### config.mk
export PLATFORM = sky130hd
export DESIGN_NAME = wb_stage_reg
export DESIGN_NICKNAME = d
export VERILOG_FILES = /design/src/rtl/wb_stage_reg.sv
export SDC_FILE = /design/constraint.sdc
export NUM_CORES = 1
export LEC_CHECK = 0
export ABC_CLOCK_PERIOD_IN_PS = 1800
export CAP_MARGIN = 40
export CELL_PAD_IN_SITES_DETAIL_PLACEMENT = 2
export CELL_PAD_IN_SITES_GLOBAL_PLACEMENT = 2
export CORE_AREA = 5 5 164 166
export DETAILED_ROUTE_END_ITERATION = 7
export DIE_AREA = 0 0 169 171
export PLACE_DENSITY_LB_ADDON = 0.1
export SLEW_MARGIN = 20
export SYNTH_ARGS = -nofsm -noshare
export SYNTH_HDL_FRONTEND = slang
export SYNTH_SLANG_ARGS = --single-unit
### constraint.sdc
create_clock -name clk -period 1.8 [get_ports clk]
set_clock_uncertainty 0.2 [all_clocks]
set_input_delay 0.18 -clock clk [delete_from_list [all_inputs] [get_ports clk]]
set_output_delay 0.18 -clock clk [all_outputs]
set_load 0.02 [all_outputs]
### src/rtl/wb_stage_reg.sv
// MEM->WB pipeline register: picks write-back data from NSRC sources, tracks
// validity, ages Tnew (also while stalled) and counts retired instructions.
module wb_stage_reg #(
  parameter int DW   = 32,
  parameter int AW   = 5,
  parameter int TW   = 2,
  parameter int NSRC = 4,
  parameter int SELW = 2
) (
  input  logic               clk,
  input  logic               reset,
  input  logic               stall_i,
  input  logic               flush_i,
  input  logic               valid_i,
  input  logic [DW-1:0]      pc_i,
  input  logic [TW-1:0]      Tnew_i,
  input  logic [NSRC*DW-1:0] src_i,
  input  logic [SELW-1:0]    wd_sel_i,
  input  logic               RegWE_i,
  input  logic [AW-1:0]      a3_i,
  output logic               valid_o,
  output logic [DW-1:0]      pc_o,
  output logic [TW-1:0]      Tnew_o,
  output logic               RegWE_o,
  output logic [DW-1:0]      wd_o,
  output logic [AW-1:0]      a3_o,
  output logic               fwd_en_o,
  output logic [31:0]        retire_cnt_o
);

  logic          valid_q, valid_d;
  logic [DW-1:0] pc_q, pc_d;
  logic [TW-1:0] tnew_q, tnew_d;
  logic          we_q, we_d;
  logic [DW-1:0] wd_q, wd_d;
  logic [AW-1:0] a3_q, a3_d;
  logic [31:0]   cnt_q, cnt_d;

  logic [DW-1:0] src_arr [NSRC];
  logic [DW-1:0] wd_mux;

  for (genvar gi = 0; gi < NSRC; gi++) begin : g_src
    assign src_arr[gi] = src_i[gi*DW +: DW];
  end

  // Select values at or above NSRC fall through to zero.
  always_comb begin
    wd_mux = '0;
    for (int k = 0; k < NSRC; k++) begin
      if (int'(wd_sel_i) == k) wd_mux = src_arr[k];
    end
  end

  always_comb begin
    valid_d = valid_q;
    pc_d    = pc_q;
    tnew_d  = (tnew_q == '0) ? '0 : tnew_q - 1'b1;
    we_d    = we_q;
    wd_d    = wd_q;
    a3_d    = a3_q;
    cnt_d   = cnt_q;
    if (flush_i) begin
      valid_d = 1'b0;
      pc_d    = '0;
      tnew_d  = '0;
      we_d    = 1'b0;
      wd_d    = '0;
      a3_d    = '0;
    end else if (!stall_i) begin
      valid_d = valid_i;
      pc_d    = pc_i;
      tnew_d  = (Tnew_i == '0) ? '0 : Tnew_i - 1'b1;
      we_d    = RegWE_i & valid_i & (a3_i != '0);
      wd_d    = wd_mux;
      a3_d    = a3_i;
      cnt_d   = cnt_q + {31'd0, valid_i};
    end
  end

  always_ff @(posedge clk or negedge reset) begin
    if (!reset) begin
      valid_q <= 1'b0;
      pc_q    <= '0;
      tnew_q  <= '0;
      we_q    <= 1'b0;
      wd_q    <= '0;
      a3_q    <= '0;
      cnt_q   <= '0;
    end else begin
      valid_q <= valid_d;
      pc_q    <= pc_d;
      tnew_q  <= tnew_d;
      we_q    <= we_d;
      wd_q    <= wd_d;
      a3_q    <= a3_d;
      cnt_q   <= cnt_d;
    end
  end

  assign valid_o      = valid_q;
  assign pc_o         = pc_q;
  assign Tnew_o       = tnew_q;
  assign RegWE_o      = we_q;
  assign wd_o         = wd_q;
  assign a3_o         = a3_q;
  assign fwd_en_o     = we_q & (a3_q != '0) & (tnew_q == '0);
  assign retire_cnt_o = cnt_q;

endmodule

==> metrics <==
die height about 170 µm; most frequent cells in the layout clkdlybuf4s50_1 (235), dfrtp_1 (92), nand2_1 (76), buf_4 (66), nor2_1 (42); Seq cells post-synth ~110; worst-margin pin slew between 600 and 700 ps; Peak VDD IR 0.437 mV; Power Density roughly 670 nW/µm²; sequential element share of the synthesized area 0.502; H-tree levels 3; number of global-route vias before repair 5888; Via Count ~4.9k; top-area cell type share of the netlist area 0.502; CTS tree done; clock tree buffer depth 2; Mapped Area around 5200 µm²; input/output buffers between 200 and 300; Total GRT Usage 0.150; largest net degree at the start of global routing 47; Core ar. approximately 25000 µm²; top cells by area, synth dfrtp_1 (50%), mux4_2 (14%), mux2i_1 (7.3%); Die Footprint slightly below 30000 µm²; drt via density approximately 4.3; final worst slack -171 ps; first-pass GRT wire length approximately 34000 µm; TritonRoute pass-1 iters 4; cells along the critical path nand3_4 > or4_4 > buf_4 > nor4_4 > xor2_1; CTS Sinks between 100 and 150; critical path depth 5; crit-path max FO 6; CP arrival 2040 ps; DP Wirelength around 18000 µm; layout cell share with drive strength beyond 1 0.219; pre-CTS setup slack -396 ps; Nets just under 1k; Congestion Overflow GR 0; Avg WL per Cell roughly 19 µm; critical path's slowest cell or4_4; Sequential Area roughly 2600 µm²; # IOs between 200 and 300; leakage roughly 4.3 nW; Post-Route WL around 22000 µm; relative slew slack 0.593; Final setup violation count 11; DP Area slightly below 9000 µm²; initial core utilization 0.206; initial antenna violation count 1; final core occ 0.371; Critical Path End Type flip-flop; drt first-iter violations between 90 and 100; Clock Tree Root clkbuf_16; Syn Nets 630; Yosys warning count 0; antenna-violating nets left 0; ANT cells 0; final instance area approximately 9400 µm²; worst reg2reg path depth 5; # DRC 0; outcome finished with violations; fin. max-slew vios 0; crit path buf inv count 1; clk_lat worst skew 350 ps; crit path launch type flip-flop; Final Hold Violating Endpoints 0; Clock transition at path regs around 80 ps; CP delay by family, top simple AND/OR/NAND/NOR gates; critical path's largest stage delay 610 ps; post-synth top area cell dfrtp_1; Worst Hold Class in -> async; failing checks setup timing; fill cell count between 2k and 3k; footprint of the multi-input gates about 2700 µm²; RSZ-0062 raised after global routing true; Layout area overhead 80.4%; total CTS buffers 9; Critical Path RT 1870 ps; Fmax achieved 507 MHz; Crit Path Class reg -> reg; most common cell after layout, fill and taps aside clkdlybuf4s50_1; Syn Area/Cell roughly 12 µm²; Yosys cell types 37; MaxCap Viol Count 0; die width between 150 and 200 µm; gpl congestion 0.745; fin crit period around 2000 ps; Post-Syn Instances 452; Fin Setup TNS -1350 ps; row count 59; Final period util 1.09
## report_power, final
part | leakage (nW) | switching, mW | internal [mW]
Clock | 0.137 | 0.946 | 1.09
Sequential | 1.37 | 0.110 | 2.51
Combinational | 2.80 | 0.743 | 0.920
## cells in the mapped netlist
cell       count
dfrtp_1      105
nand2_1       76
nor2_1        43
mux2i_1       38
a21oi_1       35
mux4_2        32
xnor2_1       16
xor2_1        14
clkbuf_1      13
nand3_1       13
buf_1          8
nor4_2         7
nand4_1        6
nor3_1         6
buf_2          5
inv_1          5
ha_1           3
nor4_1         3
and3_1         2
and4_1         2
mux2_2         2
nand3b_1       2
or4_1          2
and3_2         1
and4bb_2       1
buf_6          1
clkbuf_2       1
clkbuf_8       1
clkinv_1       1
nand2b_1       1
nand3_4        1
nor3b_1        1
nor4_4         1
nor4b_1        1
o2111ai_1      1
or3_1          1
or4_4          1
## repair_timing
| item | 4_1_cts | 5_1_grt |
|---|---|---|
| pin swaps | 12 | 13 |
| buffers inserted | 5 | 8 |
| hold buffers | 1 | 0 |
| cloned | 1 | 0 |
| hold endpoints to repair | 105 | 0 |
| endpoints found under the setup margin | 53 | 26 |
| resized for setup | 58 | 23 |
## area by class of cell
type	instances	area share
Multi-Input combinational cell	313	0.282
Sequential cell	105	0.280
Tap cell	335	0.0444
Timing Repair Buffer	355	0.360
Clock buffer	11	0.0246
Clock inverter	5	0.00662
Inverter	6	0.00238
## path summary, 6_finish.rpt
kind,startpoint,end,slack [ps]
worst max-delay path,retire_cnt_o[6],retire_cnt_o[26],-170
worst min-delay path,reset,pc_o[22],90
worst max register to register,retire_cnt_o[6],retire_cnt_o[26],-170
worst min register to register,retire_cnt_o[29],retire_cnt_o[29],300
max in group asynchronous,reset,wd_o[19],700
min in group clk,stall_i,retire_cnt_o[2],90
## kinds of logic after synthesis
family | Yosys count | synth area share
compound gates | 36 | 0.0351
xor+xnor | 30 | 0.0502
fa+ha+maj | 3 | 0.00717
buf+inv | 35 | 0.0299
flops | 105 | 0.502
mux | 72 | 0.215
simple gates | 171 | 0.161
## flip-flops by register name (all words and copies together) (netlist names)
register	count
pc_o	32
retire_cnt_o	32
wd_o	32
a3_o	5
Tnew_o	2
RegWE_o	1
valid_o	1
## per-layer routing
metal | GRT usage | vias up | share of wire
met5 | 0 | - | 0.00059
met4 | 0.0396 | 2 | 0.012
met3 | 0.0504 | 18 | 0.081
met2 | 0.276 | 175 | 0.53
met1 | 0.166 | 2427 | 0.38
li1 | - | 2265 | -
## through the flow
step,hold WS [ps],total power [mW],cells
finish,85.3,6.32,1130
global route,116,6.66,1130
CTS,80.1,6.46,1122
detailed placement,-67.8,4.39,1099
global placement,-74.2,4.34,1099
floorplan,-316,3.30,452
(Power assumes the default switching activity.)
